<file path="config.mk">
export PLATFORM = sky130hd
export DESIGN_NAME = rob_fill_responder
export DESIGN_NICKNAME = d
export VERILOG_FILES = /design/src/rtl/rob_fill_pkg.sv /design/src/rtl/rob_fill_responder_rr_arb.sv /design/src/rtl/rob_fill_responder.sv
export SDC_FILE = /design/constraint.sdc
export NUM_CORES = 1
export LEC_CHECK = 0
export CAP_MARGIN = 20
export CORE_MARGIN = 2
export CORE_UTILIZATION = 38
export DETAILED_ROUTE_END_ITERATION = 12
export PLACE_DENSITY = 0.93
export SLEW_MARGIN = 25
export SYNTH_ARGS = -nofsm -noshare
export SYNTH_HDL_FRONTEND = slang
export SYNTH_SLANG_ARGS = --single-unit
</file>
<file path="constraint.sdc">
create_clock -name clk -period 3.4 [get_ports clk]
set_input_delay 0.34 -clock clk [delete_from_list [all_inputs] [get_ports clk]]
set_output_delay 0.34 -clock clk [all_outputs]
set_load 0.01 [all_outputs]
</file>
<file path="src/rtl/rob_fill_pkg.sv">
// Shared types, default widths and the round-robin pointer update for the
// ROB fill responder.
package rob_fill_pkg;

  localparam int unsigned RF_NUM_SRC   = 3;
  localparam int unsigned RF_ROB_DEPTH = 16;
  localparam int unsigned RF_IDX_W     = 4;
  localparam int unsigned RF_DATA_W    = 32;
  localparam int unsigned RF_PTR_W     = 2;

  typedef struct packed {
    logic [RF_IDX_W-1:0]  idx;
    logic [RF_DATA_W-1:0] data;
    logic                 exc;
  } fill_req_t;

  // Pointer moves to the source after the granted one; holds with no grant.
  function automatic logic [RF_PTR_W-1:0] rr_next(input logic [RF_PTR_W-1:0] ptr,
                                                  input logic [RF_NUM_SRC-1:0] grant);
    logic [RF_PTR_W-1:0] nxt;
    nxt = ptr;
    for (int unsigned i = 0; i < RF_NUM_SRC; i++) begin
      if (grant[i]) nxt = (i == RF_NUM_SRC - 1) ? '0 : RF_PTR_W'(i + 1);
    end
    return nxt;
  endfunction

endpackage

</file>
<file path="src/rtl/rob_fill_responder_rr_arb.sv">
// Round-robin arbiter: search starts at ptr and wraps NUM_SRC-1 -> 0.
module rob_fill_rr_arb
  import rob_fill_pkg::*;
#(
  parameter int unsigned NUM_SRC = RF_NUM_SRC,
  parameter int unsigned PTR_W   = RF_PTR_W
) (
  input  logic [NUM_SRC-1:0] req,
  input  logic [PTR_W-1:0]   ptr,
  output logic [NUM_SRC-1:0] grant,
  output logic [PTR_W-1:0]   grant_idx,
  output logic               grant_vld
);

  // First requester at or after the pointer wins.
  always_comb begin
    int unsigned cand;
    grant     = '0;
    grant_idx = '0;
    grant_vld = 1'b0;
    for (int unsigned k = 0; k < NUM_SRC; k++) begin
      cand = (32'(ptr) + k) % NUM_SRC;
      if (!grant_vld && req[PTR_W'(cand)]) begin
        grant[PTR_W'(cand)] = 1'b1;
        grant_idx           = PTR_W'(cand);
        grant_vld           = 1'b1;
      end
    end
  end

endmodule

</file>
<file path="src/rtl/rob_fill_responder.sv">
// ROB-side fill responder: round-robin acceptance of execution results,
// registered ROB write port, sticky error on fills to unallocated entries.
// Optional per-source stall counters when ROB_FILL_STATS_EN is defined.
module rob_fill_responder
  import rob_fill_pkg::*;
#(
  parameter int unsigned NUM_SRC   = RF_NUM_SRC,
  parameter int unsigned ROB_DEPTH = RF_ROB_DEPTH,
  parameter int unsigned IDX_W     = RF_IDX_W,
  parameter int unsigned DATA_W    = RF_DATA_W
) (
  input  logic                      clk,
  input  logic                      rst_n,
  input  logic                      flush,
  input  logic [NUM_SRC-1:0]        fill_req,
  input  logic [NUM_SRC*IDX_W-1:0]  fill_idx,
  input  logic [NUM_SRC*DATA_W-1:0] fill_data,
  input  logic [NUM_SRC-1:0]        fill_exc,
  output logic [NUM_SRC-1:0]        fill_ack,
  input  logic [ROB_DEPTH-1:0]      rob_alloc_mask,
  output logic                      rob_wr_en,
  output logic [IDX_W-1:0]          rob_wr_idx,
  output logic [DATA_W-1:0]         rob_wr_data,
  output logic                      rob_wr_exc,
  output logic                      fill_err
`ifdef ROB_FILL_STATS_EN
  ,
  output logic [NUM_SRC*16-1:0]     stall_cnt
`endif
);

  localparam int unsigned PTR_W = RF_PTR_W;

  logic [PTR_W-1:0]   ptr;
  logic [NUM_SRC-1:0] arb_req;
  logic [NUM_SRC-1:0] grant;
  logic [PTR_W-1:0]   grant_idx;
  logic               grant_vld;
  fill_req_t          sel;
  fill_req_t          wr_q;
  logic               wr_en_q;
  logic               alloc_ok;

  assign arb_req = fill_req & ~{NUM_SRC{flush}};

  rob_fill_rr_arb #(
    .NUM_SRC (NUM_SRC),
    .PTR_W   (PTR_W)
  ) u_arb (
    .req       (arb_req),
    .ptr       (ptr),
    .grant     (grant),
    .grant_idx (grant_idx),
    .grant_vld (grant_vld)
  );

  assign fill_ack = grant & {NUM_SRC{rst_n}};

  // Mux the granted source's payload and check its target entry.
  always_comb begin
    sel      = '0;
    sel.idx  = fill_idx[grant_idx*IDX_W +: IDX_W];
    sel.data = fill_data[grant_idx*DATA_W +: DATA_W];
    sel.exc  = fill_exc[grant_idx];
    alloc_ok = rob_alloc_mask[sel.idx];
  end

  // Pointer, write stage and sticky error.
  always_ff @(posedge clk or negedge rst_n) begin
    if (!rst_n) begin
      ptr      <= '0;
      wr_en_q  <= 1'b0;
      wr_q     <= '0;
      fill_err <= 1'b0;
    end else begin
      wr_en_q <= grant_vld && alloc_ok;
      if (grant_vld) begin
        ptr  <= rr_next(ptr, grant);
        wr_q <= sel;
        if (!alloc_ok) fill_err <= 1'b1;
      end
    end
  end

  // Flush kills the write already sitting in the output stage.
  assign rob_wr_en   = wr_en_q && !flush;
  assign rob_wr_idx  = wr_q.idx;
  assign rob_wr_data = wr_q.data;
  assign rob_wr_exc  = wr_q.exc;

`ifdef ROB_FILL_STATS_EN
  // Saturating count of cycles each source waited with a request up.
  always_ff @(posedge clk or negedge rst_n) begin
    if (!rst_n) begin
      stall_cnt <= '0;
    end else begin
      for (int unsigned i = 0; i < NUM_SRC; i++) begin
        if (fill_req[i] && !fill_ack[i] && stall_cnt[i*16 +: 16] != 16'hFFFF)
          stall_cnt[i*16 +: 16] <= stall_cnt[i*16 +: 16] + 16'd1;
      end
    end
  end
`endif

endmodule

</file>
==> results.tsv, run 1 <==
stage	metric	value	unit
logic_synthesis	synth_seq_cells	41	
final_layout	final_cell_area	4826	um^2
setup_path	crit_arrival	3.40	ns
floorplan	coreArea	7214	um^2
logic_synthesis	syn_nets	508	
floorplan	die_y	90.17	um
sta	worstMarginPinSlew	0.6201	ns
routing	drc	0	
final_layout	regArea	1027	um^2
clock_tree	cts_tree	done	
final_layout	nFillCells	573	
sta	finalSetupViolations	0	
setup_path	crit_type	register to register	
logic_synthesis	avgSynthCellArea	7.605	um^2
routing	first_iter_violations	145	
clock_tree	clkTransAtPathRegs	0.07	ns
setup_path	reg2reg_from	ptr[0]	
logic_synthesis	synth_edf_count	0	
floorplan	start_util	0.3911	
pwr	p_seq_frac	0.253	
sta	slew_viol_final	0	
logic_synthesis	ys_seq_area_frac	0.3636	
setup_path	end_kind	register	
final_layout	area_growth	71.04	%
pwr	p_sw	1467	uW
global_routing	antenna_found_initial	0	
logic_synthesis	netlist_area	2821	um^2
worst_hold_path	hold_path_class	primary input to async pin	
floorplan	dieArea	8130	um^2
place	placedInstanceArea	4684	um^2
pwr	switching_share	0.4185	
final_layout	drive_gt1_frac	0.09024	
run_status	status	finished, final reports clean	
routing	ant_nets	0	
setup_path	reg2regPathDepth	12	
pwr	pwr-share-clk	0.089	
sta	fin_skew	0.006564	ns
clock_tree	cts_sinks	41	
logic_synthesis	ys_types	47	
clock_tree	htreeDepth	2	
sta	fmax	309.0	MHz
global_routing	grt_pass1_wl	15410	um
global_routing	grt_usage	0.2300	
sta	hold_ws	0.4094	ns
pwr	intPower	2039	uW
place	dp_hpwl	7654	um
place	io_buffers	174	
sta	rsz0062_at_grt	no	
logic_synthesis	ys_warn_count	0	
global_routing	grt_pass1_vias	3344	
setup_path	startpoint_type	register	
sta	slew_headroom	0.5866	
setup_path	cp_max_fo	5	
clock_tree	numCtsBuffers	5	
routing	wl_per_cell	15.11	um
routing	vias	3321	
run	drv_cap	0	
final_layout	layout_commonest_cell	clkdlybuf4s50_1	
final_layout	utilization	0.6689	
global_routing	overflow	0	
clock_tree	cts_root_buffer	clkbuf_8	
logic_synthesis	yosys_most_used_dff	dfrtp_1	
pwr	p_leak	0.001951	uW
routing	drt_first_pass_iters	4	
place	routabilityCongestion	0.9185	
final_layout	num_antenna_cells	0	
routing	routed_wl	9702	um
sta	tns	0	ns
setup_path	r2r_slack	0.16	ns
floorplan	num_rows	31	
logic_synthesis	synthCells	371	
sta	hold_viol	0	
floorplan	io_pins	175	
final_layout	multi_input_area	1683	um^2
global_routing	grt_max_degree	43	
floorplan	fp.dieW	90.17	um
setup_path	cp.required	3.57	ns
pwr	vdd_drop_max	0.4733	mV
sta	period_minus_slack	3.236	ns
clock_tree	clk_path_buf_depth	2	
setup_path	r2r-end	fill_err	
clock_tree	clk_latency	0.28	ns
final_layout	final_cell_mix	clkdlybuf4s50_1, a21oi_1, nand2_1	
pwr	cellPowerDensity	726.5	nW/um^2
pwr	combPwrFrac	0.657	
routing	viasPerCell	5.173	
sta	period_share	0.9517	
logic_synthesis	synth-async-reset-ratio	1.000	
final_layout	fin_nets	680	
==> critical path: stages, from the launching register on <==
cell and delay (ns):
dfrtp_2 0.43, inv_2 0.07, ha_1 0.24, and4bb_2 0.35, o311ai_2 0.14, a2111oi_4 0.47
buf_4 0.21, mux2i_1 0.19, o2bb2ai_1 0.12, or2_2 0.32, a2111oi_2 0.20, a22oi_1 0.16
a31o_1 0.23
==> per-stage QoR <==
| step | cells | setup WS [ns] | total power [uW] |
|---|---|---|---|
| 4_1_cts | 641 | 0.06282 | 3481 |
| 6_report | 642 | 0.1643 | 3506 |
| 2_1_floorplan | 371 | 0.2823 | 2170 |
| 3_5_place_dp | 633 | 0.07286 | 3151 |
| 3_3_place_gp | 633 | 0.2013 | 3066 |
| 5_1_grt | 642 | 0.005343 | 3784 |
==> cell families (layout without fill, tap and decap cells) <==
group | Yosys count | in the layout | synth area share
compound gates | 130 | 130 | 0.2727
fa+ha+maj | 4 | 4 | 0.01774
buf+inv | 32 | 204 | 0.05321
flops | 41 | 41 | 0.3636
mux | 20 | 20 | 0.07317
simple gates | 144 | 144 | 0.2195
==> area by class of cell <==
class,instances,share of cell area
inverters,5,0.003889
multi-input cells,298,0.3487
repair buffers,192,0.3910
well taps,99,0.02567
clock buffers,7,0.01789
flip-flops and latches,41,0.2129
==> sequential cells by signal, indices dropped and copies added, names as in the netlist <==
name	cells
ptr	2
rob_wr_exc	1
rob_wr_data	32
fill_err	1
wr_en_q	1
rob_wr_idx	4
==> power by group through the flow <==
stage	Clock [uW]	Sequential, uW	Combinational [uW]
floorplan	0	980	1190
global placement	0	874	2190
detailed placement	0	885	2270
CTS	324	881	2270
global route	347	916	2520
finish	313	888	2300
==> layer usage <==
layer / global-route usage / wire length [um] / up-vias
met4: 0.06923 / 233 / 0
met3: 0.06287 / 737 / 22
met5: 0 / 0 / -
met2: 0.4254 / 5060 / 146
li1: - / - / 1630
met1: 0.2560 / 3670 / 1523
==> worst max path at each step <==
stage / startpoint / endpoint / slack, ns / cells after the start
floorplan: ptr[0] / fill_err / 0.28 / 12
global placement: flush / fill_err / 0.20 / 11
detailed placement: fill_req[2] / fill_err / 0.07 / 12
CTS: ptr[0] / fill_err / 0.06 / 12
global route: ptr[0] / fill_err / 0.005 / 12
finish: ptr[0] / fill_err / 0.16 / 12
==> synth_stat cells (2+ instances only) <==
master      n  area share
dfrtp_1    41        0.36
nand2_1    75        0.10
nor2b_1     5       0.011
buf_2       3      0.0053
nor2_1     43       0.057
buf_6       3       0.012
a21oi_1   103        0.18
clkbuf_1   14       0.019
o21bai_1    2      0.0053
and2_1      3      0.0067
mux2_2      5       0.020
a211oi_1    2      0.0053
o21ai_0     3      0.0053
or2_2       3      0.0067
buf_1       6      0.0080
nor3_1      2      0.0035
nand2b_1    2      0.0044
a22oi_1     3      0.0080
ha_1        4       0.018
inv_1       5      0.0067
mux2i_1    15       0.053
nand3b_1    2      0.0053
a31oi_1     3      0.0067
==> repair_timing <==
item	in CTS	in global routing
gates resized for setup	0	8
setup buffers	0	1
hold buffers	1	0
setup endpoints to repair	0	2
hold endpoints to repair	2	0
Power figures use the tool's default switching activity.
==> run 2: changes to the inputs <==
==> constraint.sdc (replaced) <==
create_clock -name clk -period 3.4 [get_ports clk]
set_input_delay 0.34 -clock clk [delete_from_list [all_inputs] [get_ports clk]]
set_output_delay 0.34 -clock clk [all_outputs]
set_load 0.005 [all_outputs]
==> results of run 2 <==
The final DEF is identical to that of run 1. Status: finished, final reports clean.
Main changes from that run: total power 3506 uW -> 3413 uW; worst IR drop on VDD 0.4733 mV -> 0.4386 mV
==> run 3: changes to the inputs <==
--- a/config.mk
+++ b/config.mk
@@ -6,10 +6,12 @@
 export NUM_CORES = 1
 export LEC_CHECK = 0
 export CAP_MARGIN = 20
+export CELL_PAD_IN_SITES_DETAIL_PLACEMENT = 0
+export CELL_PAD_IN_SITES_GLOBAL_PLACEMENT = 1
 export CORE_MARGIN = 2
-export CORE_UTILIZATION = 38
+export CORE_UTILIZATION = 25
 export DETAILED_ROUTE_END_ITERATION = 12
-export PLACE_DENSITY = 0.93
+export PLACE_DENSITY = 0.92
 export SLEW_MARGIN = 25
 export SYNTH_ARGS = -nofsm -noshare
 export SYNTH_HDL_FRONTEND = slang
==> run 3 against run 2 <==
- register-to-register slack gained 0.08 ns
- sequential power is essentially flat
- die area grew 49%
- first-iteration DRC count grew 14%
- via count shrank 2.4%
- non-clock buffer count is the same
- wire length grew 4.1%
- critical endpoint is now fill_ack[0]
- critical path depth shrank 1
==> results.tsv, run 3 (synthesis results as in run 1) <==
stage	metric	value	unit	change
clock_tree	htreeDepth	2		unchanged
clock_tree	cts_tree	done		unchanged
sta	finalSetupViolations	0		unchanged
sta	fmax	315.3	MHz	was 309.0 MHz
worst_hold_path	hold_path_class	register to register		was primary input to async pin
final_layout	final_cell_mix	clkdlybuf4s50_1, a21oi_1, nand2_1		unchanged
place	io_buffers	174		unchanged
clock_tree	clkTransAtPathRegs	0.06	ns	was 0.07 ns
routing	first_iter_violations	166		was 145
final_layout	drive_gt1_frac	0.08088		was 0.09024
floorplan	start_util	0.2580		was 0.3911
pwr	p_leak	0.001991	uW	was 0.001951 uW
clock_tree	cts_sinks	41		unchanged
clock_tree	postCtsHoldBufs	1		unchanged
sta	period_share	0.9329		was 0.9517
floorplan	die_y	110.2	um	was 90.17 um
clock_tree	cts_resized	0		unchanged
final_layout	largest_reg_flops	32		unchanged
global_routing	grt_pass1_vias	3179		was 3344
sta	tns	0	ns	unchanged
setup_path	cp_max_fo	7		was 5
routing	vias	3240		was 3321
clock_tree	numCtsBuffers	5		unchanged
final_layout	utilization	0.4505		was 0.6689
setup_path	cp.required	3.06	ns	was 3.57 ns
floorplan	fp.dieW	110.2	um	was 90.17 um
setup_path	reg2regPathDepth	12		unchanged
clock_tree	cts_setup_buffers	0		unchanged
routing	drt_first_pass_iters	4		unchanged
routing	ant_nets	0		unchanged
setup_path	reg2reg_from	ptr[0]		unchanged
run_status	status	finished, final reports clean		unchanged
routing	routed_wl	10100	um	was 9702 um
final_layout	nFillCells	1074		was 573
setup_path	r2r-end	fill_err		unchanged
run	drv_cap	0		unchanged
sta	slew_viol_final	0		unchanged
setup_path	crit_arrival	2.83	ns	was 3.40 ns
setup_path	end_kind	primary output		was register
global_routing	grt_usage	0.1591		was 0.2300
final_layout	regArea	1026	um^2	was 1027 um^2
final_layout	fin_nets	680		unchanged
setup_path	r2r_slack	0.24	ns	was 0.16 ns
floorplan	num_rows	38		was 31
pwr	cellPowerDensity	735.3	nW/um^2	was 707.2 nW/um^2
routing	wl_per_cell	14.77	um	was 15.11 um
sta	hold_viol	0		unchanged
pwr	total_power	3622	uW	was 3413 uW
clock_tree	clk_latency	0.27	ns	was 0.28 ns
global_routing	grt_pass1_wl	15180	um	was 15410 um
final_layout	layout_commonest_cell	clkdlybuf4s50_1		unchanged
routing	viasPerCell	4.737		was 5.173
global_routing	antenna_found_initial	0		unchanged
place	dp_hpwl	8014	um	was 7654 um
setup_path	startpoint_type	register		unchanged
place	routabilityCongestion	0.8687		was 0.9185
routing	drc	0		unchanged
global_routing	grt_max_degree	76		was 43
final_layout	num_antenna_cells	0		unchanged
final_layout	multi_input_area	1647	um^2	was 1683 um^2
sta	fin_skew	0.003779	ns	was 0.006564 ns
setup_path	endpoint	fill_ack[0]		was fill_err
final_layout	area_growth	74.59	%	was 71.04%
sta	rsz0062_at_grt	no		unchanged
setup_path	startpoint	ptr[0]		unchanged
floorplan	io_pins	175		unchanged
sta	worstMarginPinSlew	0.4650	ns	was 0.6201 ns
floorplan	dieArea	12150	um^2	was 8130 um^2
worst_hold_path	hold_path.startpoint	fill_err		
sta	period_minus_slack	3.172	ns	was 3.236 ns
sta	slew_headroom	0.6891		was 0.5866
clock_tree	clk_path_buf_depth	2		unchanged
clock_tree	cts_root_buffer	clkbuf_16		was clkbuf_8
floorplan	coreArea	10940	um^2	was 7214 um^2
setup_path	crit_type	register to primary output		was register to register
pwr	vdd_drop_max	0.7468	mV	was 0.4386 mV
global_routing	overflow	0		unchanged
[run 3: cell types whose count changed in the layout (fill, tap and decap cells not counted), moves of 2 or more]
cell	change
clkbuf_16	+5
clkbuf_8	-5
ha_4	-2
ha_1	+2
[run 3: final cells by class]
cell class,count,area share
Tap cell,140,0.03556
Inverter,5,0.003810
Timing Repair Buffer,192,0.3830
Clock buffer,7,0.02896
Clock inverter,1,0.006096
Sequential cell,41,0.2083
Multi-Input combinational cell,298,0.3343
[run 3: critical path, cell delays in order, from the launching register on]
cell,delay [ns]
dfrtp_1,0.40
inv_1,0.08
ha_1,0.23
buf_4,0.17
nand2b_1,0.18
a211oi_1,0.30
or2_2,0.19
nand2_1,0.05
o21ai_0,0.14
mux2_2,0.20
and2_1,0.13
clkdlybuf4s50_1,0.49
[run 3: routing by layer]
metal | GRT usage | wire [um] | vias up
li1 | - | - | 1620
met1 | 0.1851 | 4157 | 1475
met2 | 0.2870 | 4829 | 132
met3 | 0.04938 | 998 | 13
met4 | 0.03304 | 114 | 0
met5 | 0 | 0 | -
[run 3: worst min-delay path by stage]
stage / to / slack, ns / cells past startpoint
final: fill_err / 0.48 / 1
after global routing: fill_err / 0.51 / 1
after CTS: fill_err / 0.49 / 1
after detailed placement: ptr[1] / 0.30 / 1
after global placement: ptr[1] / 0.29 / 1
after floorplan: fill_err / 0.04 / 0
[run 3: per-stage QoR]
stage | setup WS (ns) | cells | hold WS (ns) | area, um^2
final | 0.2281 | 684 | 0.4782 | 4926
after CTS | 0.2421 | 684 | 0.4881 | 4926
after global placement | 0.1457 | 675 | 0.2922 | 4743
after global routing | 0.03061 | 684 | 0.5078 | 4926
after floorplan | 0.2823 | 371 | 0.04441 | 2821
after detailed placement | 0.07142 | 675 | 0.2958 | 4743
[run 3: where the power goes]
group / internal, uW / switching [uW] / leakage [uW]
clock: 366 / 175 / 0.0000841
sequential: 746 / 141 / 0.000464
combinational: 1110 / 1080 / 0.00144
